`src/rtl/fft_pkg.sv`:
```
// Shared definitions for the FFT peak search block.
// Holds the default frame length, search floor and detection threshold,
// the magnitude width and the controller state encoding.
package fft_pkg;

    localparam int          FFT_LEN_DEF    = 1024;
    localparam int          MIN_BIN_DEF    = 3;
    localparam logic [16:0] MAG_THRESH_DEF = 17'd512;
    localparam int          MAG_W          = 17;

    typedef enum logic [1:0] {
        ST_IDLE  = 2'd0,
        ST_TRAV  = 2'd1,
        ST_JUDGE = 2'd2,
        ST_OUT   = 2'd3
    } state_t;

endpackage

```
`src/rtl/fft_abs_mag.sv`:
```
// Combinational L1 magnitude of one complex FFT bin: |re| + |im|.
// Ports:
//   data : [15:0] real, [31:16] imaginary, two's complement
//   mag  : unsigned magnitude, 0..65536
module fft_abs_mag
    import fft_pkg::*;
(
    input  logic [31:0]      data,
    output logic [MAG_W-1:0] mag
);

    logic signed [16:0] re_ext;
    logic signed [16:0] im_ext;
    logic [16:0]        re_abs;
    logic [16:0]        im_abs;

    // Sign-extend to 17 bits first so that -32768 negates to +32768.
    always_comb begin
        re_ext = {data[15], data[15:0]};
        im_ext = {data[31], data[31:16]};
        re_abs = re_ext[16] ? 17'(-re_ext) : 17'(re_ext);
        im_abs = im_ext[16] ? 17'(-im_ext) : 17'(im_ext);
        mag    = re_abs + im_abs;
    end

endmodule

```
`src/rtl/fft_peak_search.sv`:
```
// Scans one FFT frame per pass for the strongest bin inside the search
// window and reports its index and magnitude when the frame is well formed
// and the peak reaches the detection threshold.
// Ports:
//   sys_clk, sys_rstn           : clock, async active-low reset
//   s_fft_tdata/tvalid/tlast    : FFT bin stream (re in [15:0], im in [31:16])
//   s_fft_tready                : beat accepted when tvalid && tready
//   convert_freq_data           : index of the reported peak bin
//   convert_freq_valid          : one-cycle pulse qualifying a new report
//   sta_ram_trav                : high while a frame is being traversed
//   peak_mag                    : magnitude of the last reported peak
//
// state    | meaning
// ---------+--------------------------------------------------------
// ST_IDLE  | waiting for bin 0 of a frame, running max cleared
// ST_TRAV  | accepting bins, tracking running max and frame errors
// ST_JUDGE | frame closed, decide whether the peak is reportable
// ST_OUT   | report pulse cycle, clear search state for next frame
module fft_peak_search
    import fft_pkg::*;
#(
    parameter int          FFT_LEN    = FFT_LEN_DEF,
    parameter int          MIN_BIN    = MIN_BIN_DEF,
    parameter logic [16:0] MAG_THRESH = MAG_THRESH_DEF
) (
    input  logic        sys_clk,
    input  logic        sys_rstn,
    input  logic [31:0] s_fft_tdata,
    input  logic        s_fft_tvalid,
    input  logic        s_fft_tlast,
    output logic        s_fft_tready,
    output logic [15:0] convert_freq_data,
    output logic        convert_freq_valid,
    output logic        sta_ram_trav,
    output logic [16:0] peak_mag
);

    localparam int                CNT_W    = $clog2(FFT_LEN);
    localparam logic [CNT_W-1:0]  LO_BIN   = CNT_W'(MIN_BIN);
    localparam logic [CNT_W-1:0]  HI_BIN   = CNT_W'(FFT_LEN / 2 - 1);
    localparam logic [CNT_W-1:0]  LAST_BIN = CNT_W'(FFT_LEN - 1);

    state_t            state;
    logic [CNT_W-1:0]  bin_cnt;
    logic [MAG_W-1:0]  max_mag;
    logic [CNT_W-1:0]  max_idx;
    logic              frame_err;

    logic [MAG_W-1:0]  mag;
    logic              accept;
    logic              in_range;

    fft_abs_mag u_abs_mag (
        .data (s_fft_tdata),
        .mag  (mag)
    );

    // Gated by reset so the stream sees not-ready while held in reset and
    // ready as soon as reset releases.
    assign s_fft_tready = sys_rstn && ((state == ST_IDLE) || (state == ST_TRAV));
    assign accept       = s_fft_tvalid && s_fft_tready;
    assign in_range     = (bin_cnt >= LO_BIN) && (bin_cnt <= HI_BIN);

    always_ff @(posedge sys_clk or negedge sys_rstn) begin
        if (!sys_rstn) begin
            state              <= ST_IDLE;
            bin_cnt            <= '0;
            max_mag            <= '0;
            max_idx            <= '0;
            frame_err          <= 1'b0;
            convert_freq_data  <= '0;
            convert_freq_valid <= 1'b0;
            sta_ram_trav       <= 1'b0;
            peak_mag           <= '0;
        end else begin
            convert_freq_valid <= 1'b0;
            case (state)
                // bin_cnt is zero in IDLE, so the first beat is bin 0 and
                // both states share the same per-beat handling.
                ST_IDLE, ST_TRAV: begin
                    if (accept) begin
                        bin_cnt <= bin_cnt + 1'b1;
                        if (in_range && (mag > max_mag)) begin
                            max_mag <= mag;
                            max_idx <= bin_cnt;
                        end
                        // tlast must coincide exactly with the final bin.
                        if (s_fft_tlast != (bin_cnt == LAST_BIN)) begin
                            frame_err <= 1'b1;
                        end
                        if (s_fft_tlast) begin
                            state        <= ST_JUDGE;
                            sta_ram_trav <= 1'b0;
                        end else begin
                            state        <= ST_TRAV;
                            sta_ram_trav <= 1'b1;
                        end
                    end
                end
                ST_JUDGE: begin
                    state <= ST_OUT;
                    if (!frame_err && (max_mag >= MAG_THRESH)) begin
                        convert_freq_valid <= 1'b1;
                        convert_freq_data  <= 16'(max_idx);
                        peak_mag           <= max_mag;
                    end
                end
                ST_OUT: begin
                    state     <= ST_IDLE;
                    bin_cnt   <= '0;
                    max_mag   <= '0;
                    max_idx   <= '0;
                    frame_err <= 1'b0;
                end
                default: begin
                    state        <= ST_IDLE;
                    sta_ram_trav <= 1'b0;
                end
            endcase
        end
    end

endmodule

```
`config.mk`:
```
export PLATFORM = sky130hd
export DESIGN_NAME = fft_peak_search
export DESIGN_NICKNAME = d
export VERILOG_FILES = /design/src/rtl/fft_pkg.sv /design/src/rtl/fft_abs_mag.sv /design/src/rtl/fft_peak_search.sv
export SDC_FILE = /design/constraint.sdc
export NUM_CORES = 1
export LEC_CHECK = 0
export CORE_MARGIN = 2
export CORE_UTILIZATION = 30
export DETAILED_ROUTE_END_ITERATION = 10
export PLACE_DENSITY = 0.57
export SLEW_MARGIN = 40
export SYNTH_ARGS = -nofsm -noshare
export SYNTH_HDL_FRONTEND = slang
export SYNTH_HIERARCHICAL = 1
export SYNTH_SLANG_ARGS = --single-unit
```
`constraint.sdc`:
```
create_clock -name sys_clk -period 2.53 [get_ports sys_clk]
set_input_delay 0.6325 -clock sys_clk [delete_from_list [all_inputs] [get_ports sys_clk]]
set_output_delay 0.6325 -clock sys_clk [all_outputs]
set_load 0.05 [all_outputs]
```
==> impl.org <==
** Outcome
- Run status :: finished with violations
- Violated checks :: negative setup slack

** Floorplanning
- Pin placement for this block handled 72 I/O pins.
- Initial standard-cell utilization of the core :: between 30% and 40%
- Core Box Area :: approximately 16,000 um2
- Die H :: around 130 um
- The floorplan has between 40 and 50 rows.
- The die covers about 17,000 um2.
- The die is between 100 and 150 um wide.

** Cells and area
- Layout cell share with drive strength beyond 1 :: around 40%
- In the final design database the tool counted roughly 770 nets.
- Once layout is complete, the cells apart from fillers number ~910.
- The area growth from synthesis to layout is 56.1%.
- The repair_antennas step left the layout with diodes totalling 0.
- Summing all non-filler instances in the final layout gives an area of 7460 um2.

** Global route
- Entering global routing, the biggest net connects 44 pins.
- The via count of the first global-routing pass came to 4,539.
- Antenna violations before repair :: 0
- The first global-routing pass estimated 21.9 mm of wire.
- Global routing usage summed across all routing layers :: 16.0%
- After global routing the overflow that remains totals 0.

** Detailed routing
- After detailed routing, the number of remaining DRC violations is 0.
- The routed layout has around 4,400 vias.
- Total Routed Length :: between 10 and 15 mm
- After detailed routing, the average wire length per cell comes to roughly 15 um.
- The count of nets left with antenna violations once routing finished came out at 0.
- Iteration-0 DRC count of the detailed router :: about 170
- In the routed layout, each cell is associated on average with a via count of ~4.8.
- First-pass iteration count of the detailed router :: 4

** Power
- Combinational logic is responsible for around 54% of the overall power.
- Sequential power share :: about 25%
- Portion of total power attributed to the clock network :: 21.3%
- Cell Pwr Density :: around 860 nW/um2
- Max VDD drop :: roughly 0.56 mV
- Leakage power figure :: about 3.4 nW
- Fraction of power spent switching nets :: ~39%
- P_sw :: roughly 0.0025 W
- The internal power of the cells totals 0.00389 W.

** Timing
- Final critical-path setup slack :: -2.01 ns
- After routing, the total negative slack on setup checks comes to -53.97 ns.
- Final setup violation count :: 27
- Min Tclk post-route :: ~4.5 ns
- Period Utilization, post-route :: 179%
- For the pin with the worst max-slew slack, the measured transition is about 0.61 ns.
- The number of endpoints with negative hold slack in the final report was 0.
- Post-route clock skew :: about 0.013 ns
- Setup repair after global routing missed its margin :: true
- The final max-slew violation count is 0.
- Remaining max-slew budget at the tightest pin :: approximately 60%
- Based on the critical path, the design can be clocked at up to around 220 MHz.

** Setup path
- Maximum fanout count along the critical path :: 5
- Crit path launch type :: primary input
- Setup crit end kind :: flip-flop
- Startpoint-to-endpoint class of the critical path :: in -> reg
- Data arrives at the worst endpoint at ~4.8 ns.
- Worst-case reg-to-reg path depth :: 8
- For the worst setup path, the data required time is 2.75 ns.

** Synth
- Of the total synthesized cell area, the portion taken by XOR and XNOR cells is 7.70%.
- Post-Synth Adder-Cell Area :: about a tenth
- The synthesized design devotes to its leading area cell type between 30% and 40% of total area.
- Synthesized cell area :: between 4000 and 5000 um2
- Counting distinct cell types in the post-synthesis netlist gives 60.
- Among all flip-flop cells after synthesis, the most frequent one is dfrtp_1.
- Async S/R FF share, synth :: 100%
- The synthesized netlist devotes between 10% and 20% of its cell area to simple gates.
- Count of flip-flops with a built-in enable after synthesis :: 0
- Complex-gate fraction of the synthesized area :: between 20% and 30%
- Main combinational cell family by area after synthesis :: compound AO/OA/AOI/OAI gates
- Post-Synthesis Mean Instance Area :: slightly below 10 um2
- Register bit count reported by yosys :: about 70
- In the post-synthesis netlist, the biggest area contributors are dfrtp_1, ha_1, mux2_2, xnor2_1, a22o_1.
- The synthesized design spends more area on one cell type than any other, namely dfrtp_1.
- Synthesis produced a netlist whose cell count is 488.
- Of the post-synthesis cell area, the part taken by muxes is 6.57%.
- The share of the Yosys chip area taken by registers is a little over a third.
- Total of warnings raised by yosys :: 6

** Placement
- The count of buffers added on input and output ports is 65.
- After detailed placement, the design holds a cell count of 869.
- RePlAce Congestion :: slightly below 0.9
- Detailed placement ended at an HPWL of about 9.9 mm.
- Summing all placed instances gives a cell area of around 6500 um2.

** Clock tree
- Clock tree synthesis found a total of around 70 sinks.
- Clock-pin slew was measured on the worst setup and hold paths at roughly 0.06 ns.
- The later pin in the worst-skew pair is clocked with a latency of 0.34 ns.
- Hold repair after CTS inserted 0 buffers.
- CTS buffer count :: 9
- The clock passes through at most 2 buffers.
- CTS HTree Levels :: 3
- Root buffer cell :: clkbuf_16
- TritonCTS built the clock tree.

** Job
- Max-capacitance violation count :: 0

** Hold path
- The tightest min-delay check is of the in -> async type.
-- cell families (layout without fill, tap and decap cells) --
group,after synthesis,in the layout
AOI/OAI and AO/OA,129,129
xor gates and xnor gates,42,42
adders and majority gates,37,37
buffers and inverters,54,258
DFF,69,69
muxes,28,28
other,1,6
and+or+nand+nor,128,128
-- cells in the final DEF, fill, tap and decap left out, drive strengths merged, types with 3 or more instances in the layout --
cell type / netlist / routed
buf: 13 / 153
dfrtp: 69 / 69
nand2: 39 / 39
clkdlybuf4s50: 0 / 37
ha: 36 / 36
inv: 32 / 34
a21oi: 32 / 32
xnor2: 30 / 30
mux2: 27 / 27
a22o: 26 / 26
nor2: 26 / 26
o21ai: 24 / 24
dlygate4sd2: 0 / 15
xor2: 12 / 12
nor4: 11 / 11
clkbuf: 9 / 10
nand4: 9 / 9
a211oi: 7 / 7
conb: 1 / 6
a21o: 6 / 6
o211ai: 6 / 6
nor3: 6 / 6
o31ai: 6 / 6
nand3: 6 / 6
or3: 5 / 5
clkdlybuf4s15: 0 / 5
or2: 5 / 5
or4: 4 / 4
a31oi: 4 / 4
and3: 4 / 4
nand2b: 3 / 3
o21a: 3 / 3
and2: 3 / 3
-- state kept, by name (all words and copies together), names as in the netlist --
register and count:
bin_cnt 10, convert_freq_data 10, convert_freq_valid 1, frame_err 1, max_idx 10, max_mag 17, peak_mag 17, sta_ram_trav 1
state 2
-- power groups by stage --
stage	logic [W]	clock network (W)	registers, W
2_1_floorplan	0.00144	0	0.00199
3_3_place_gp	0.00299	0	0.00160
3_5_place_dp	0.00305	0	0.00161
4_1_cts	0.00323	0.00140	0.00159
5_1_grt	0.00375	0.00145	0.00163
6_report	0.00346	0.00136	0.00159
-- path summary, 6_finish.rpt --
check | startpoint | endpoint | slack (ns)
min | sys_rstn | state[1] | 0.32
min reg2reg | sta_ram_trav | sta_ram_trav | 0.49
max | s_fft_tdata[17] | max_idx[5] | -2.01
max reg2reg | max_mag[11] | max_idx[5] | 0.12
min in group sys_clk | sta_ram_trav | sta_ram_trav | 0.49
max in group asynchronous | sys_rstn | max_mag[6] | 1.35
-- metal layers --
layer | wire, um | vias to the layer above | GRT usage [%]
met2 | 6720 | 49 | 27.0
met1 | 6200 | 2168 | 20.9
li1 | - | 2183 | -
met3 | 259 | 17 | 2.83
met4 | 205 | 0 | 4.93
met5 | 0 | - | 0
-- synthesized netlist by cell type, types with 8 or more instances --
master    number
dfrtp_1       69
nand2_1       39
ha_1          36
inv_1         32
xnor2_1       30
a21oi_1       29
mux2_2        27
a22o_1        26
nor2_1        26
o21ai_0       15
xor2_1        12
clkbuf_1       9
nor4_1         9
o21ai_1        9
nand4_1        8
-- worst max-delay path, cell delays in order --
cell and delay (ns):
dlygate4sd2_1 0.27, buf_6 0.13, nor2_4 0.14, buf_4 0.14, nand3_2 0.12, buf_4 0.17, o21ai_2 0.13, xnor2_1 0.16
ha_2 0.32, a21o_1 0.19, a21o_1 0.17, a21oi_1 0.14, o21ai_1 0.09, a211oi_2 0.31, ha_1 0.20, nand4_1 0.15
or4_4 0.54, o211ai_2 0.20, o21ba_4 0.22, buf_6 0.14, a22o_1 0.21
-- area by class of cell --
type | count | area (um2)
clock buffers | 10 | 229
flip-flops and latches | 69 | 1730
repair buffers | 210 | 1770
multi-input cells | 370 | 3240
clock inverters | 6 | 93.8
fillers | 1427 | 8260
inverters | 32 | 120
well taps | 216 | 270
-- timing repair --
action,in CTS,in global routing
cloned,2,1
setup endpoints to repair,27,27
buffers inserted,15,10
resized for setup,114,43
pin swaps,91,48
-- per-stage QoR --
step	power, W	utilization (%)	worst slack, ns	hold WS, ns
3_5_place_dp	0.00466	41.3	-2.72	0.481
3_3_place_gp	0.00459	41.3	-2.51	0.469
6_report	0.00641	47.5	-2.01	0.317
2_1_floorplan	0.00342	-	-1.90	0.337
5_1_grt	0.00683	47.5	-2.16	0.353
4_1_cts	0.00622	45.5	-1.92	0.325
(Power assumes the default switching activity.)
